File: src/rtl/spy_reader_pkg.sv
// Shared definitions for the spy buffer event reader.
//   - FSM state encoding (legacy-compatible localparam constants)
//   - HEADER_CODE tag carried in the optional header word
//   - sentinel bit index helper for event-list entries
package spy_reader_pkg;

    typedef logic [2:0] state_t;

    localparam state_t ST_IDLE   = 3'd0;
    localparam state_t ST_WALK   = 3'd1;
    localparam state_t ST_LEN    = 3'd2;
    localparam state_t ST_STREAM = 3'd3;
    localparam state_t ST_DONE   = 3'd4;

    localparam logic [7:0] HEADER_CODE = 8'hE5;

    // Event-list entries are {sentinel, address}; the sentinel sits just above the address.
    function automatic int sentinel_bit(input int memwidth);
        return memwidth;
    endfunction

endpackage

File: src/rtl/spy_event_reader_if.sv
// Output stream bundle of the spy event reader.
//   out_data  : stream word (W bits)
//   out_valid : word present
//   out_ready : sink accepts word
//   out_last  : final word of the transfer
// master = reader side, slave = sink side.
interface spy_event_reader_if #(
    parameter int W = 65
);
    logic [W-1:0] out_data;
    logic         out_valid;
    logic         out_ready;
    logic         out_last;

    modport master (output out_data, output out_valid, output out_last, input out_ready);
    modport slave  (input out_data, input out_valid, input out_last, output out_ready);
endinterface

File: src/rtl/spy_reader_skid.sv
// Two-entry valid/ready skid buffer for spy stream words.
// Ports:
//   clock, reset     : clock, synchronous active-high reset
//   flush            : drop all held words
//   push, push_data  : write one word (caller guarantees room via almost_full)
//   out_ready        : sink ready
//   out_data/valid   : head word
//   almost_full      : occupancy after this cycle will be 2; a read issued now
//                      would have nowhere to land next cycle
module spy_reader_skid
    import spy_reader_pkg::*;
#(
    parameter int WIDTH = 65
) (
    input  logic             clock,
    input  logic             reset,
    input  logic             flush,
    input  logic             push,
    input  logic [WIDTH-1:0] push_data,
    input  logic             out_ready,
    output logic [WIDTH-1:0] out_data,
    output logic             out_valid,
    output logic             almost_full
);

    logic [WIDTH-1:0] ent0_q, ent0_d, ent1_q, ent1_d;
    logic [1:0]       count_q, count_d, count_nxt;
    logic             pop;

    assign out_valid   = (count_q != 2'd0);
    assign out_data    = ent0_q;
    assign pop         = out_valid && out_ready;
    assign almost_full = count_nxt[1];

    always_comb begin
        ent0_d    = ent0_q;
        ent1_d    = ent1_q;
        count_nxt = count_q;
        unique case ({push, pop})
            2'b10: begin
                if (count_q == 2'd0) begin
                    ent0_d    = push_data;
                    count_nxt = 2'd1;
                end else if (count_q == 2'd1) begin
                    ent1_d    = push_data;
                    count_nxt = 2'd2;
                end
            end
            2'b01: begin
                ent0_d    = ent1_q;
                count_nxt = count_q - 2'd1;
            end
            2'b11: begin
                if (count_q == 2'd1) begin
                    ent0_d = push_data;
                end else begin
                    ent0_d = ent1_q;
                    ent1_d = push_data;
                end
            end
            default: ;
        endcase
        count_d = flush ? 2'd0 : count_nxt;
    end

    always_ff @(posedge clock) begin
        if (reset) begin
            ent0_q  <= '0;
            ent1_q  <= '0;
            count_q <= 2'd0;
        end else begin
            ent0_q  <= ent0_d;
            ent1_q  <= ent1_d;
            count_q <= count_d;
        end
    end

endmodule

File: src/rtl/spy_event_reader.sv
// Spy buffer event reader: while the spy buffer is frozen, walks the event list
// backwards (skipping wrap sentinels), locates event ev_index, and streams its
// words from spy memory over valid/ready.
// Ports:
//   clock, reset              : clock, synchronous active-high reset
//   frozen, start, ev_index   : request control
//   mem_wptr, meta_write_addr : spy memory / event list write pointers
//   meta_read_*               : event-list read port (data 1 cycle after strobe)
//   read_addr/enable, data_in : spy memory read port (data 1 cycle after strobe)
//   out_if (master)           : output stream
//   busy, done, error         : status (done/error are 1-cycle pulses)
// Build option: define SPY_READER_HEADER_EN to prefix each transfer with a header word
//   {1'b1, HEADER_CODE, zero pad, ev_index, start_addr, len}.
//
// State     | Meaning
// ----------+------------------------------------------------------------
// ST_IDLE   | waiting for start (rejects start when not frozen)
// ST_WALK   | scanning event list backwards, 2 cycles per entry
// ST_LEN    | computing length, pushing header when enabled
// ST_STREAM | issuing spy memory reads and draining the skid buffer
// ST_DONE   | one-cycle done pulse
module spy_event_reader
    import spy_reader_pkg::*;
#(
    parameter int DATAWIDTH = 64,
    parameter int MEMWIDTH  = 6,
    parameter int METAWIDTH = 4
) (
    input  logic                 clock,
    input  logic                 reset,
    input  logic                 frozen,
    input  logic                 start,
    input  logic [METAWIDTH-1:0] ev_index,
    input  logic [MEMWIDTH-1:0]  mem_wptr,
    input  logic [METAWIDTH-1:0] meta_write_addr,
    output logic [METAWIDTH-1:0] meta_read_addr,
    output logic                 meta_read_enable,
    input  logic [MEMWIDTH:0]    meta_read_data,
    output logic [MEMWIDTH-1:0]  read_addr,
    output logic                 read_enable,
    input  logic [DATAWIDTH:0]   data_in,
    spy_event_reader_if.master   out_if,
    output logic                 busy,
    output logic                 done,
    output logic                 error
);

    localparam int SNT = sentinel_bit(MEMWIDTH);
`ifdef SPY_READER_HEADER_EN
    localparam logic [MEMWIDTH:0] HDR_WORDS = 1;
    localparam int PAD = DATAWIDTH - 8 - METAWIDTH - 2 * MEMWIDTH;
`else
    localparam logic [MEMWIDTH:0] HDR_WORDS = 0;
`endif

    state_t                state_q, state_d;
    logic [METAWIDTH-1:0]  ev_idx_q, ev_idx_d;
    logic [METAWIDTH-1:0]  ptr_q, ptr_d;
    logic                  phase_q, phase_d;
    logic [METAWIDTH-1:0]  visited_q, visited_d;
    logic [METAWIDTH-1:0]  match_q, match_d;
    logic [MEMWIDTH-1:0]   prev_q, prev_d;
    logic [MEMWIDTH-1:0]   start_q, start_d;
    logic [MEMWIDTH-1:0]   end_q, end_d;
    logic [MEMWIDTH-1:0]   len_q, len_d;
    logic [MEMWIDTH:0]     total_q, total_d;
    logic [MEMWIDTH-1:0]   rd_cnt_q, rd_cnt_d;
    logic [MEMWIDTH:0]     sent_q, sent_d;
    logic                  inflight_q, inflight_d;
    logic                  err_q, err_d;

    logic                  issue, hdr_push, flush, pop, hit;
    logic [MEMWIDTH-1:0]   len_calc;
    logic                  skid_push, skid_valid, skid_afull;
    logic [DATAWIDTH:0]    skid_din, skid_dout;

    assign len_calc = end_q - start_q;
    assign pop      = skid_valid && out_if.out_ready;

`ifdef SPY_READER_HEADER_EN
    logic [DATAWIDTH:0] hdr_word;
    assign hdr_word = {1'b1, HEADER_CODE, {PAD{1'b0}}, ev_idx_q, start_q, len_calc};
    assign skid_din = hdr_push ? hdr_word : data_in;
`else
    assign skid_din = data_in;
`endif
    assign skid_push = hdr_push | inflight_q;

    always_comb begin
        state_d   = state_q;
        ev_idx_d  = ev_idx_q;
        ptr_d     = ptr_q;
        phase_d   = phase_q;
        visited_d = visited_q;
        match_d   = match_q;
        prev_d    = prev_q;
        start_d   = start_q;
        end_d     = end_q;
        len_d     = len_q;
        total_d   = total_q;
        rd_cnt_d  = rd_cnt_q;
        sent_d    = sent_q;
        err_d     = 1'b0;
        issue     = 1'b0;
        hdr_push  = 1'b0;
        flush     = 1'b0;
        hit       = 1'b0;

        unique case (state_q)
            ST_IDLE: begin
                if (start) begin
                    if (frozen) begin
                        state_d   = ST_WALK;
                        ev_idx_d  = ev_index;
                        ptr_d     = meta_write_addr - 1'b1;
                        phase_d   = 1'b0;
                        visited_d = '0;
                        match_d   = '0;
                        prev_d    = mem_wptr;
                    end else begin
                        err_d = 1'b1;
                    end
                end
            end
            ST_WALK: begin
                if (!phase_q) begin
                    phase_d = 1'b1;
                end else begin
                    phase_d   = 1'b0;
                    ptr_d     = ptr_q - 1'b1;
                    visited_d = visited_q + 1'b1;
                    if (!meta_read_data[SNT]) begin
                        if (match_q == ev_idx_q) begin
                            hit     = 1'b1;
                            start_d = meta_read_data[MEMWIDTH-1:0];
                            end_d   = prev_q;
                            state_d = ST_LEN;
                        end else begin
                            match_d = match_q + 1'b1;
                            prev_d  = meta_read_data[MEMWIDTH-1:0];
                        end
                    end
                    if (!hit && visited_q == '1) begin
                        err_d   = 1'b1;
                        state_d = ST_IDLE;
                    end
                end
            end
            ST_LEN: begin
                len_d    = len_calc;
                total_d  = {1'b0, len_calc} + HDR_WORDS;
                rd_cnt_d = '0;
                sent_d   = '0;
                hdr_push = (HDR_WORDS != '0);
                state_d  = (total_d == '0) ? ST_DONE : ST_STREAM;
            end
            ST_STREAM: begin
                // Reads are gated on room for the word that lands next cycle.
                issue = frozen && (rd_cnt_q != len_q) && !skid_afull;
                if (issue) rd_cnt_d = rd_cnt_q + 1'b1;
                if (pop) begin
                    sent_d = sent_q + 1'b1;
                    if (out_if.out_last) state_d = ST_DONE;
                end
            end
            ST_DONE: state_d = ST_IDLE;
            default: state_d = ST_IDLE;
        endcase

        if (state_q != ST_IDLE && !frozen) begin
            state_d  = ST_IDLE;
            flush    = 1'b1;
            err_d    = 1'b1;
            issue    = 1'b0;
            hdr_push = 1'b0;
        end
        inflight_d = issue;
    end

    always_ff @(posedge clock) begin
        if (reset) begin
            state_q    <= ST_IDLE;
            ev_idx_q   <= '0;
            ptr_q      <= '0;
            phase_q    <= 1'b0;
            visited_q  <= '0;
            match_q    <= '0;
            prev_q     <= '0;
            start_q    <= '0;
            end_q      <= '0;
            len_q      <= '0;
            total_q    <= '0;
            rd_cnt_q   <= '0;
            sent_q     <= '0;
            inflight_q <= 1'b0;
            err_q      <= 1'b0;
        end else begin
            state_q    <= state_d;
            ev_idx_q   <= ev_idx_d;
            ptr_q      <= ptr_d;
            phase_q    <= phase_d;
            visited_q  <= visited_d;
            match_q    <= match_d;
            prev_q     <= prev_d;
            start_q    <= start_d;
            end_q      <= end_d;
            len_q      <= len_d;
            total_q    <= total_d;
            rd_cnt_q   <= rd_cnt_d;
            sent_q     <= sent_d;
            inflight_q <= inflight_d;
            err_q      <= err_d;
        end
    end

    spy_reader_skid #(.WIDTH(DATAWIDTH + 1)) u_skid (
        .clock       (clock),
        .reset       (reset),
        .flush       (flush),
        .push        (skid_push),
        .push_data   (skid_din),
        .out_ready   (out_if.out_ready),
        .out_data    (skid_dout),
        .out_valid   (skid_valid),
        .almost_full (skid_afull)
    );

    assign out_if.out_data   = skid_dout;
    assign out_if.out_valid  = skid_valid;
    assign out_if.out_last   = skid_valid && (sent_q == total_q - 1'b1);

    assign meta_read_addr   = ptr_q;
    assign meta_read_enable = (state_q == ST_WALK) && !phase_q;
    assign read_addr        = start_q + rd_cnt_q;
    assign read_enable      = issue;
    assign busy             = (state_q != ST_IDLE);
    assign done             = (state_q == ST_DONE);
    assign error            = err_q;

endmodule
File: src/flat_wrapper.sv
// flat-port wrapper written by rule: the top's interface ports become plain ports
module spy_event_reader_flat import spy_reader_pkg::*;
#(
    parameter int DATAWIDTH = 64,
    parameter int MEMWIDTH  = 6,
    parameter int METAWIDTH = 4
)
  (clock, reset, frozen, start, ev_index, mem_wptr, meta_write_addr, meta_read_addr, meta_read_enable, meta_read_data, read_addr, read_enable, data_in, busy, done, error, out_if_out_data, out_if_out_valid, out_if_out_last, out_if_out_ready);
  spy_event_reader_if out_if_i ();
  input  logic clock;
  input  logic reset;
  input  logic frozen;
  input  logic start;
  input  logic [METAWIDTH-1:0] ev_index;
  input  logic [MEMWIDTH-1:0] mem_wptr;
  input  logic [METAWIDTH-1:0] meta_write_addr;
  output logic [METAWIDTH-1:0] meta_read_addr;
  output logic meta_read_enable;
  input  logic [MEMWIDTH:0] meta_read_data;
  output logic [MEMWIDTH-1:0] read_addr;
  output logic read_enable;
  input  logic [DATAWIDTH:0] data_in;
  output logic busy;
  output logic done;
  output logic error;
  output wire logic [$bits(out_if_i.out_data)-1:0] out_if_out_data;
  output wire logic [$bits(out_if_i.out_valid)-1:0] out_if_out_valid;
  output wire logic [$bits(out_if_i.out_last)-1:0] out_if_out_last;
  input wire logic [$bits(out_if_i.out_ready)-1:0] out_if_out_ready;
  assign out_if_out_data = out_if_i.out_data;
  assign out_if_out_valid = out_if_i.out_valid;
  assign out_if_out_last = out_if_i.out_last;
  assign out_if_i.out_ready = out_if_out_ready;
  spy_event_reader #(.DATAWIDTH(DATAWIDTH), .MEMWIDTH(MEMWIDTH), .METAWIDTH(METAWIDTH)) u_core (.clock(clock), .reset(reset), .frozen(frozen), .start(start), .ev_index(ev_index), .mem_wptr(mem_wptr), .meta_write_addr(meta_write_addr), .meta_read_addr(meta_read_addr), .meta_read_enable(meta_read_enable), .meta_read_data(meta_read_data), .read_addr(read_addr), .read_enable(read_enable), .data_in(data_in), .out_if(out_if_i), .busy(busy), .done(done), .error(error));
endmodule
File: config.mk
export PLATFORM = sky130hd
export DESIGN_NAME = spy_event_reader_flat
export DESIGN_NICKNAME = d
export VERILOG_FILES = /design/src/rtl/spy_reader_pkg.sv /design/src/rtl/spy_event_reader_if.sv /design/src/rtl/spy_reader_skid.sv /design/src/rtl/spy_event_reader.sv /design/src/flat_wrapper.sv
export SDC_FILE = /design/constraint.sdc
export NUM_CORES = 1
export LEC_CHECK = 0
export CAP_MARGIN = 20
export CORE_MARGIN = 5
export CORE_UTILIZATION = 53
export CTS_BUF_LIST = sky130_fd_sc_hd__clkbuf_8
export DETAILED_ROUTE_END_ITERATION = 10
export GPL_TIMING_DRIVEN = 0
export HOLD_SLACK_MARGIN = 0.15
export PLACE_DENSITY = 0.82
export RECOVER_POWER = 50
export SLEW_MARGIN = 30
export SYNTH_ARGS = -nofsm -noshare
export SYNTH_HDL_FRONTEND = slang
export SYNTH_SLANG_ARGS = --single-unit
File: constraint.sdc
create_clock -name clock -period 3.4 [get_ports clock]
set_clock_uncertainty 0.1 [all_clocks]
set_input_delay 0.68 -clock clock [delete_from_list [all_inputs] [get_ports clock]]
set_output_delay 0.68 -clock clock [all_outputs]
set_load 0.01 [all_outputs]
# Word level (Yosys, flattened, before mapping)
# Index checks and enable logic that the tools add are counted.
# word_totals
input_bits	91
out_inout_bits	82
elab_cells	147
ff_bits	191
# classes
reduce_logical	34
mux	58
add_sub_neg	10
bitwise_logic	1
eq_ne	26
# ops
op	count
$mux W65	4
$pmux W65 S3	1
$pmux W65 S2	1
$mux W4	9
$mux W6	6
$mux W3	9
$pmux W4 S2	3
$pmux W6 S2	2
$ne A2 B2 Y1 const B	9
$mux W1	15
$pmux W7 S2	1
$pmux W3 S4	1
$reduce_bool A2 Y1	5
$reduce_and A3 Y1	3
$add A4 B1 Y4 const B	2
$reduce_and A2 Y1	4
$reduce_and A4 Y1	2
$sub A4 B1 Y4 const B	2
$add A7 B1 Y7 const B	1
$eq A7 B7 Y1	1
$logic_and A1 B1 Y1	7
$logic_not A7 Y1	1
$mux W7	1
$reduce_and A7 Y1	1
27 further kinds	38

# Logic depth before layout (Yosys ltp)
# Gate-level depths: netlist of the first run.
# logic_depth
depth_word	11
mapped_depth	12
depth_no_buf	11

# Cells and area by module
# Synthesis of the first run repeated with hierarchy kept, for this count alone.
# unflattened
cells_unflattened	1161
area_unflattened_um2	10742.8
# modules_own_cells
module	instances	area_each_um2	cells_each	seq_area_each_um2
spy_reader_skid	1	7349.5	755	2642.5
spy_event_reader	1	3393.3	406	1181.1

# Worst setup path after synthesis of the first run
# OpenSTA, ideal clock, no wires.
# synth_timing
path_kind	flip-flop to output port
start	register u_core.u_skid.count_q[0]
end	output read_enable
t_required_ns	2.620
arrival_ns	2.067
path_slack_ns	0.553
path_buffers	0
stages_incl_launch_ff	9
path_cell_list	dfxtp_1 > inv_1 > ha_1 > nand2b_1 > inv_1 > ha_1 > nor2b_1 > o31a_1 > a211oi_2
# synth_between
elab_chain_cells	8
word_cells_on_any_way	14
classes_between	add/sub: 1; eq/ne: 3; mux: 5; reduce/logical: 5
# synth_lines
item	line_no	text
from (decl)	spy_reader_skid.sv:27	logic [1:0] count_q, count_d, count_nxt;
from (signal assigned)	spy_reader_skid.sv:74	count_q <= count_d;
$eq A2 B1 Y1 or $reduce_bool A2 Y1 (tied branches)	spy_reader_skid.sv:44, spy_reader_skid.sv:30	
$mux W2 or $logic_and A1 B1 Y1 (tied branches)	spy_reader_skid.sv:44, spy_reader_skid.sv:32	
$mux W2 (tied with other cells)	spy_reader_skid.sv:41	if (count_q == 2'd0) begin
$pmux W2 S2 *	spy_reader_skid.sv:39	unique case ({push, pop})
$logic_not A1 Y1 *	spy_event_reader.sv:159	issue = frozen && (rd_cnt_q != len_q) && !skid_afull;
$logic_and A1 B1 Y1 *	spy_event_reader.sv:159	
$mux W1 *	spy_event_reader.sv:109	unique case (state_q)
$mux W1 *	spy_event_reader.sv:170	if (state_q != ST_IDLE && !frozen) begin
to (decl)	flat_wrapper.sv:21	output logic read_enable;
# Mark *: on every way between the ends. The rest lies on a longest branch, timed or not. The select of a mux whose other input is x is not followed.

# Final worst setup path of the first run
# layout_timing
start	register u_core.rd_cnt_q[0]
end	output read_addr[4]
# layout_between
elab_chain_cells	1
# layout_lines
item	line_no	text
from (decl)	spy_event_reader.sv:67	logic [MEMWIDTH-1:0] rd_cnt_q, rd_cnt_d;
from (signal assigned)	spy_event_reader.sv:209	rd_cnt_q <= rd_cnt_d;
$add A6 B6 Y6	spy_event_reader.sv:234	assign read_addr = start_q + rd_cnt_q;
to (decl)	flat_wrapper.sv:20	output logic [MEMWIDTH-1:0] read_addr;
# No other way between the ends.

==> impl_metrics.tcl, run 1 <==
set metrics [dict create \
    antenna_found_initial 0 \
    regArea_um2 3830 \
    coreArea_um2 15700 \
    place_congestion 0.844 \
    drive_gt1_frac 0.0547 \
    fp.dieW_um 136 \
    synth_top_area_share 0.457 \
    max_freq_mhz 308 \
    p_seq_frac 0.569 \
    via_per_inst 5.56 \
    period_needed_ns 3.24 \
    port_buffers 171 \
    p_switching_uw 1040 \
    maxSlewHeadroom 0.524 \
    startpoint "u_core.rd_cnt_q[0]$_SDFFE_PP0P_" \
    place_area_um2 10400 \
    maxCapViolCount 0 \
    stdcell_area_um2 10700 \
    syn_area_per_cell_um2 8.37 \
    regToRegSetupSlack_ns 0.49 \
    routedWlPerCell_um 16.2 \
    root_buffer "clkbuf_8" \
    synth_edf_count 0 \
    clkTransAtPathRegs_ns 0.10 \
    grt.total_usage 0.248 \
    cts.htree.levels 4 \
    crit_path_end_kind "output pin" \
    synth_warnings 0 \
    hold_buffers 0 \
    hold_path.class "flip-flop to flip-flop" \
    peakVddDrop_mv 0.255 \
    synth_largest_area_cell "dfxtp_1" \
    finalCritPeriodShare 0.954 \
    numCtsBuffers 17 \
    whs_path_depth 2 \
    grt_pass1_wl_mm 36.6 \
    diodes 0 \
    io_pins 173 \
    synth_cells 1000 \
    synthMuxAreaShare 0.0227 \
    antenna_left 0 \
    cts_tree "yes" \
    cp_max_fo 5 \
    worstRegToRegCells 9 \
    total_leakage_power_uw 0.00405 \
    setup_viol 0 \
    crit_type "flip-flop to output pin" \
    drtIter0Drc 573 \
    cts_buffer_depth 2 \
    syn_to_final_growth_pct 28.3 \
    reg2reg_from "u_core.state_q[1]$_SDFFE_PP0P_" \
    vias 7900 \
    synth-xor-area-share 0.0448 \
    ys_ff_latch 191 \
    yosysSeqAreaShare 0.457 \
    synthSimpleGateAreaFrac 0.217 \
    final_util 0.683 \
    drc_errors 0 \
    synth_area_leaders "dfxtp_1 (46%), nand2_1 (7.6%), a221oi_1 (6.8%)" \
    synthAdderAreaFrac 0.0362 \
    clkLatencyLatePin_ns 0.48 \
    routed_wl_mm 23.0 \
    fill_cells 1283 \
    multi_input_area_um2 4120 \
    intPower_uw 2940 \
    async_reset_ff_frac 0 \
    arrival_ns 2.46 \
    outcome "finished, final reports clean" \
    hold_viol_final 0 \
    hpwl_mm 16.6 \
    std_cell_rows 46 \
    grt_pass1_vias 7387 \
    tightest_slew_ns 0.714 \
    dr.pass1.iters 5 \
    power.share.switching 0.261 \
    power_frac_comb 0.070 \
    clockPowerShare 0.361 \
    p_per_area_nw_per_um2 370 \
    die-area_um2 18400 \
    crit_required_ns 2.62 \
    synth.distinct_cells 60 \
    synth_fp_nets 1114 \
    holdWs_ns 0.356 \
    synth_top_family_by_area "simple AND/OR/NAND/NOR gates" \
    clock-sinks 191 \
    overflow 0 \
    syn-cell-area_um2 8370 \
    nNetsFinal 1307 \
    synth_compound_area_frac 0.171 \
    hp-start "u_core.u_skid.ent1_q[1]$_SDFFE_PP0P_" \
    ys.flop_type "dfxtp_1" \
    ys_top_cells_by_count "dfxtp_1 (191), nand2_1 (170), nor2_1 (125)" \
    total_power_uw 3970 \
    die_h_um 136 \
    initial_core_util 0.533 \
    grt_max_degree 20 \
    worst_setup_path_start_kind "flip-flop" \
    yosysMostFrequentCell "dfxtp_1" \
    slew_violations 0 \
]
-- cells by family (layout without fill, tap and decap cells) --
logic type               after synthesis  count (layout)
flip-flops                           191             191
buffers and inverters                 99             305
multiplexers                          19              19
XOR/XNOR                              42              42
AND/OR/NAND/NOR                      419             419
AO/OA/AOI/OAI                        207             207
adder cells (fa/ha/maj)               23              23
-- path summary, 6_finish.rpt --
| kind | endpoint |
|---|---|
| max | read_addr[4] |
| min | u_core.u_skid.ent1_q[1]$_SDFFE_PP0P_ |
| max reg2reg | u_core.end_q[0]$_SDFFE_PP0P_ |
| min reg2reg | u_core.u_skid.ent1_q[1]$_SDFFE_PP0P_ |
-- stage by stage --
stage / TNS [ns] / cells / setup WS (ns)
floorplan: 0 / 1000 / 0.553
global placement: -1.03 / 1387 / -0.744
detailed placement: -6.31 / 1387 / -0.751
CTS: 0 / 1421 / 0.0138
global route: -0.00897 / 1422 / -0.00897
finish: 0 / 1422 / 0.156
-- layer usage --
layer,GRT usage,share of wire,vias to the layer above
met5,0,0,-
met2,0.421,0.50,248
met4,0.0823,0.020,0
met1,0.306,0.42,3739
met3,0.0646,0.065,37
li1,-,-,3876
-- layout by cell type (no fill, tap or decap), types with 17 or more instances in the layout --
master,synthesis,final
xor2_1,26,26
nor2_1,125,125
dlygate4sd3_1,0,72
clkbuf_8,0,17
dfxtp_1,191,186
clkbuf_1,53,56
mux2i_1,19,19
nand2_1,170,170
inv_1,23,24
a221oi_1,65,65
a21oi_1,89,89
ha_1,21,19
nor3_1,73,74
clkdlybuf4s50_1,0,96
-- flip-flops by register name, indices dropped and copies added (netlist names) --
register and cells:
u_core.u_skid.ent1_q 65, u_core.u_skid.out_data 65, u_core.sent_q 7, u_core.end_q 6, u_core.len_q 6, u_core.prev_q 6
u_core.rd_cnt_q 6, u_core.start_q 6, u_core.ev_idx_q 4, u_core.match_q 4, u_core.meta_read_addr 4, u_core.visited_q 4
u_core.state_q 3, u_core.u_skid.count_q 2, u_core.error 1, u_core.inflight_q 1, u_core.phase_q 1
-- layout make-up --
cell class	instances	area share
tap	216	0.0252
multi-input combinational	710	0.383
clock inverter	15	0.0141
sequential	191	0.357
clock buffer	17	0.0218
buffer	76	0.0296
timing repair buffer	174	0.161
inverter	23	0.00804
-- power by group through the flow --
stage / Combinational [uW] / Clock [uW] / Sequential, uW
after global routing: 297 / 1550 / 2270
final: 277 / 1430 / 2260
after global placement: 278 / 0 / 2320
after CTS: 283 / 1460 / 2260
after floorplan: 111 / 0 / 2310
after detailed placement: 281 / 0 / 2320
-- worst max-delay path, cell delays in order, from the launching register on --
cell	delay, ns
dfxtp_4	0.39
ha_1	0.17
inv_1	0.05
fa_1	0.41
inv_1	0.07
a21o_1	0.12
a21oi_1	0.08
xnor2_1	0.15
clkdlybuf4s50_1	0.55
-- repair_timing --
| item | 4_1_cts | 5_1_grt |
|---|---|---|
| gates cloned | 0 | 0 |
| setup buffers | 2 | 1 |
| setup endpoints to repair | 2 | 4 |
| pin swaps | 2 | 3 |
| resized for setup | 11 | 10 |
No activity file was read; power rests on OpenSTA's default activity.
==> run 2: changes to the inputs <==
- CORE_UTILIZATION: 53 -> 45
- CTS_CLUSTER_DIAMETER: default -> 60
- HOLD_SLACK_MARGIN: 0.15 -> 0.02
- PLACE_DENSITY: 0.82 -> 0.72
==> run 2 against run 1 <==
Compared with the run above:
- sequential power about the same
- utilization down 8.8 points
- register-to-register slack worse by 0.08 ns
- largest power group unchanged
- clock-buffer cell count unchanged
==> impl_metrics.tcl, run 2 (synthesis gave the netlist of run 1 again) <==
set metrics [dict create \
    hpwl_mm 17.2 \
    die-area_um2 21400 \
    regToRegSetupSlack_ns 0.41 \
    antenna_found_initial 0 \
    total_power_uw 4100 \
    p_per_area_nw_per_um2 379 \
    finalCritPeriodShare 0.977 \
    dr.pass1.iters 5 \
    routedWlPerCell_um 16.3 \
    cp-endpoint "out_if_out_last" \
    worstRegToRegCells 9 \
    initial_core_util 0.461 \
    maxCapViolCount 0 \
    diodes 0 \
    startpoint "u_core.len_q[0]$_SDFFE_PP0P_" \
    crit_type "flip-flop to output pin" \
    grt_max_degree 21 \
    reg2reg_from "u_core.state_q[1]$_SDFFE_PP0P_" \
    cts_tree "yes" \
    maxSlewHeadroom 0.516 \
    clkTransAtPathRegs_ns 0.10 \
    grt_setup_unrepaired "true" \
    peakVddDrop_mv 0.229 \
    tightest_slew_ns 0.726 \
    arrival_ns 2.54 \
    std_cell_rows 49 \
    die_h_um 146 \
    io_pins 173 \
    syn_to_final_growth_pct 29.2 \
    period_needed_ns 3.32 \
    nNetsFinal 1311 \
    max_freq_mhz 301 \
    antenna_left 0 \
    total_leakage_power_uw 0.00407 \
    final_cell_mix "dfxtp_1 (187), nand2_1 (170), nor2_1 (125)" \
    root_buffer "clkbuf_8" \
    vias 7877 \
    numCtsBuffers 17 \
    drc_errors 0 \
    mostFrequentLayoutCell "dfxtp_1" \
    place_congestion 0.836 \
    slew_violations 0 \
    coreArea_um2 18100 \
    cts.htree.levels 4 \
    cts_buffer_depth 2 \
    rr_endpoint "u_core.start_q[3]$_SDFFE_PP0P_" \
    drive_gt1_frac 0.0554 \
    clock-sinks 191 \
    crit_required_ns 2.62 \
    worst_setup_path_start_kind "flip-flop" \
    via_per_inst 5.47 \
    hold_viol_final 0 \
    drtIter0Drc 516 \
    hold_path.class "flip-flop to flip-flop" \
    holdWs_ns 0.357 \
    outcome "finished, final reports clean" \
    clkLatencyLatePin_ns 0.47 \
    port_buffers 171 \
    grt_pass1_wl_mm 38.0 \
    cp_max_fo 5 \
    fp.dieW_um 146 \
    grt.total_usage 0.214 \
    routed_wl_mm 23.4 \
    crit_path_end_kind "output pin" \
    final_util 0.596 \
    setup_viol 0 \
    overflow 0 \
    grt_pass1_vias 7541 \
]
==> run 2: layout make-up <==
| type | instances | area (um2) |
|---|---|---|
| plain buffers | 76 | 314 |
| well taps | 229 | 287 |
| repair buffers | 178 | 1760 |
| flip-flops and latches | 191 | 3830 |
| multi-input cells | 710 | 4110 |
| fillers | 1658 | 7340 |
| clock buffers | 17 | 234 |
| inverters | 23 | 86.3 |
| clock inverters | 15 | 189 |
==> run 2: how the worst min path moves through the flow <==
stage                                                from                               endpoint  slack (ns)  cells past startpoint
floorplan            u_core.u_skid.ent1_q[0]$_SDFFE_PP0P_   u_core.u_skid.ent1_q[0]$_SDFFE_PP0P_        0.33                      2
global placement    u_core.u_skid.ent1_q[29]$_SDFFE_PP0P_  u_core.u_skid.ent1_q[29]$_SDFFE_PP0P_        0.34                      2
detailed placement  u_core.u_skid.ent1_q[27]$_SDFFE_PP0P_  u_core.u_skid.ent1_q[27]$_SDFFE_PP0P_        0.34                      2
CTS                 u_core.u_skid.ent1_q[62]$_SDFFE_PP0P_  u_core.u_skid.ent1_q[62]$_SDFFE_PP0P_        0.36                      2
global route        u_core.u_skid.ent1_q[55]$_SDFFE_PP0P_  u_core.u_skid.ent1_q[55]$_SDFFE_PP0P_        0.37                      2
finish              u_core.u_skid.ent1_q[55]$_SDFFE_PP0P_  u_core.u_skid.ent1_q[55]$_SDFFE_PP0P_        0.36                      2
==> run 2: through the flow <==
| step | std cells | setup TNS [ns] | setup WS, ns | cell area [um2] |
|---|---|---|---|---|
| 4_1_cts | 1433 | 0 | 0.0242 | 10800 |
| 5_1_grt | 1439 | -0.0996 | -0.0541 | 10800 |
| 6_report | 1439 | 0 | 0.0766 | 10800 |
| 3_3_place_gp | 1400 | -3.73 | -0.780 | 10400 |
| 3_5_place_dp | 1400 | -6.06 | -0.743 | 10400 |
| 2_1_floorplan | 1000 | 0 | 0.553 | 8370 |
==> run 2: layer usage <==
metal	part of all wire	track usage	vias to the layer above
met3	0.059	0.0459	19
met1	0.44	0.278	3756
met2	0.49	0.362	228
met5	0	0	-
li1	-	-	3874
met4	0.012	0.0593	0
==> run 2: timing repair <==
item | CTS | global route
resized for setup | 10 | 6
gates cloned | 0 | 0
endpoints found under the hold margin | 0 | 0
pin swaps | 1 | 2
hold buffers | 0 | 0
setup endpoints to repair | 2 | 4
buffers inserted | 1 | 6
==> run 2: worst max-delay path: stages, from the launching register on <==
cell and delay [ns]:
dfxtp_2 0.40, inv_1 0.07, ha_1 0.31, xnor2_1 0.13
nor4_1 0.27, nand4_1 0.19, nor2_2 0.15, clkdlybuf4s50_1 0.55
==> run 2: report_power, final <==
part | internal (uW) | switching, uW
registers | 2250 | 12.7
logic | 143 | 135
clock network | 629 | 925
==> run 3: changes to the inputs <==
- clock period: 3.4 -> 3.5 ns (I/O delays scaled with it)
==> run 3 against run 2 <==
Compared with the run above:
- global-route usage unchanged
- wire length is 0.69% lower
- clock power fell by 3%
- setup slack gained 0.044 ns
- flip-flop and latch count stayed put
- sequential power is 3% lower
- final cell count decreased by 0.42%
- register-to-register slack gained 0.10 ns
- die area unchanged
- total power is 2.9% lower
- highest routed layer unchanged
==> impl_metrics.tcl, run 3 (synthesis gave the netlist of run 1 again) <==
set metrics [dict create \
    outcome "finished, final reports clean" \
    max_stage_delay_ns 0.50 \
    p_seq_frac 0.553 \
    cp_max_fo 6 \
    vias 7772 \
    hold_viol_final 0 \
    critical_path.cell_chain "clkdlybuf4s50_1 > nand2b_4 > inv_1 > ha_1 > nor2b_1 > o31a_1 > a211oi_4 > clkbuf_2" \
    grt_max_degree 21 \
    routedWlPerCell_um 16.2 \
    via_per_inst 5.42 \
    hold_buffers 0 \
    hold_end "u_core.u_skid.ent1_q[55]$_SDFFE_PP0P_" \
    max_freq_mhz 296 \
    std_cell_rows 49 \
    tns_ns 0 \
    p_switching_uw 1040 \
    coreArea_um2 18100 \
    peakVddDrop_mv 0.222 \
    maxSlewHeadroom 0.515 \
    p_per_area_nw_per_um2 369 \
    crit_path_end_kind "output pin" \
    hpwl_mm 17.2 \
    cts_tree "yes" \
    tightest_slew_ns 0.728 \
    drive_gt1_frac 0.0490 \
    arrival_ns 2.58 \
    power.share.switching 0.261 \
    root_buffer "clkbuf_8" \
    total_leakage_power_uw 0.00403 \
    io_pins 173 \
    intPower_uw 2940 \
    place_congestion 0.836 \
    period_needed_ns 3.38 \
    port_buffers 171 \
    numCtsBuffers 17 \
    slowest_stage "clkdlybuf4s50_1" \
    nNetsFinal 1305 \
    grt_setup_unrepaired "false" \
    die-area_um2 21400 \
    maxCapViolCount 0 \
    die_h_um 146 \
    clockPowerShare 0.379 \
    syn_to_final_growth_pct 28.6 \
    whs_path_depth 2 \
    cts_buffer_depth 2 \
    finalCritPeriodShare 0.966 \
    worst_setup_path_start_kind "primary input" \
    pre_cts_slack_ns -0.683 \
    clkLatencyLatePin_ns 0.48 \
    reg2reg_from "u_core.state_q[1]$_SDFFE_PP0P_" \
    power_frac_comb 0.068 \
    hold_path.class "flip-flop to flip-flop" \
    diodes 0 \
    initial_core_util 0.461 \
    antenna_left 0 \
    drc_errors 0 \
    grt_pass1_vias 7542 \
    worstRegToRegCells 9 \
    grt.total_usage 0.214 \
    antenna_found_initial 0 \
    crit_required_ns 2.70 \
    slew_violations 0 \
    cts.htree.levels 4 \
    regToRegSetupSlack_ns 0.51 \
    clkTransAtPathRegs_ns 0.10 \
    routed_wl_mm 23.2 \
    mostFrequentLayoutCell "dfxtp_1" \
    fp.dieW_um 146 \
    setup_viol 0 \
    grt_pass1_wl_mm 38.0 \
    rr_endpoint "u_core.start_q[3]$_SDFFE_PP0P_" \
    overflow 0 \
    hp-start "u_core.u_skid.ent1_q[55]$_SDFFE_PP0P_" \
    clock-sinks 191 \
    drtIter0Drc 472 \
    final_cell_mix "dfxtp_1 (189), nand2_1 (170), nor2_1 (125)" \
    dr.pass1.iters 6 \
    timing.final.ws_setup_ns 0.120 \
    crit_type "primary input to output pin" \
]
-- run 3: changes by cell type in the layout (fill, tap and decap cells not counted), sizes merged --
cell	delta
dlymetal6s2s	-1
clkdlybuf4s50	+1
clkbuf	+1
buf	-7
-- run 3: worst max path at each step --
stage / startpoint / endpoint / slack, ns / depth (start not counted)
finish: out_if_out_ready / read_enable / 0.12 / 8
global route: u_core.rd_cnt_q[1]$_SDFFE_PP0P_ / read_addr[5] / 0.02 / 7
CTS: out_if_out_ready / read_enable / 0.004 / 8
detailed placement: out_if_out_ready / read_enable / -0.68 / 8
global placement: out_if_out_ready / read_enable / -0.72 / 8
floorplan: out_if_out_ready / read_enable / 0.63 / 6
-- run 3: through the flow --
stage | total power [uW] | instance area, um2 | std cells | util | hold slack, ns
3_5_place_dp | 2520 | 10400 | 1400 | 0.571 | 0.345
2_1_floorplan | 2360 | 8370 | 1000 | - | 0.332
5_1_grt | 4110 | 10800 | 1433 | 0.593 | 0.373
6_report | 3980 | 10800 | 1433 | 0.593 | 0.357
3_3_place_gp | 2520 | 10400 | 1400 | 0.571 | 0.337
4_1_cts | 4010 | 10800 | 1433 | 0.596 | 0.357
-- run 3: critical path: cells and delay by family --
kind            cells  cell delay, ns
simple gates        2            0.29
compound gates      2            0.56
fa+ha+maj           1            0.26
buf+inv             3            0.77
-- run 3: repair_timing --
action | in CTS | in global routing
pin swaps | 1 | 0
resized for setup | 6 | 5
setup endpoints to repair | 1 | 2
cloned | 0 | 0
buffers inserted | 1 | 0
-- run 3: per-layer routing --
metal | track usage | wire length, um
met4 | 0.0593 | 237
met3 | 0.0459 | 1230
met2 | 0.362 | 11400
met5 | 0 | 0
met1 | 0.278 | 10400
-- run 3: power by group through the flow --
stage | Clock (uW) | Sequential (uW) | Combinational (uW)
floorplan | 0 | 2250 | 108
global placement | 0 | 2250 | 273
detailed placement | 0 | 2250 | 275
CTS | 1530 | 2200 | 277
global route | 1620 | 2200 | 290
finish | 1510 | 2200 | 270
-- run 3: cell type report --
cell class | instances | area [um2]
buffer | 76 | 314
inverter | 23 | 86.3
tap | 229 | 287
timing repair buffer | 172 | 1710
fill | 1666 | 7390
multi-input combinational | 710 | 4110
clock buffer | 17 | 234
sequential | 191 | 3830
clock inverter | 15 | 189
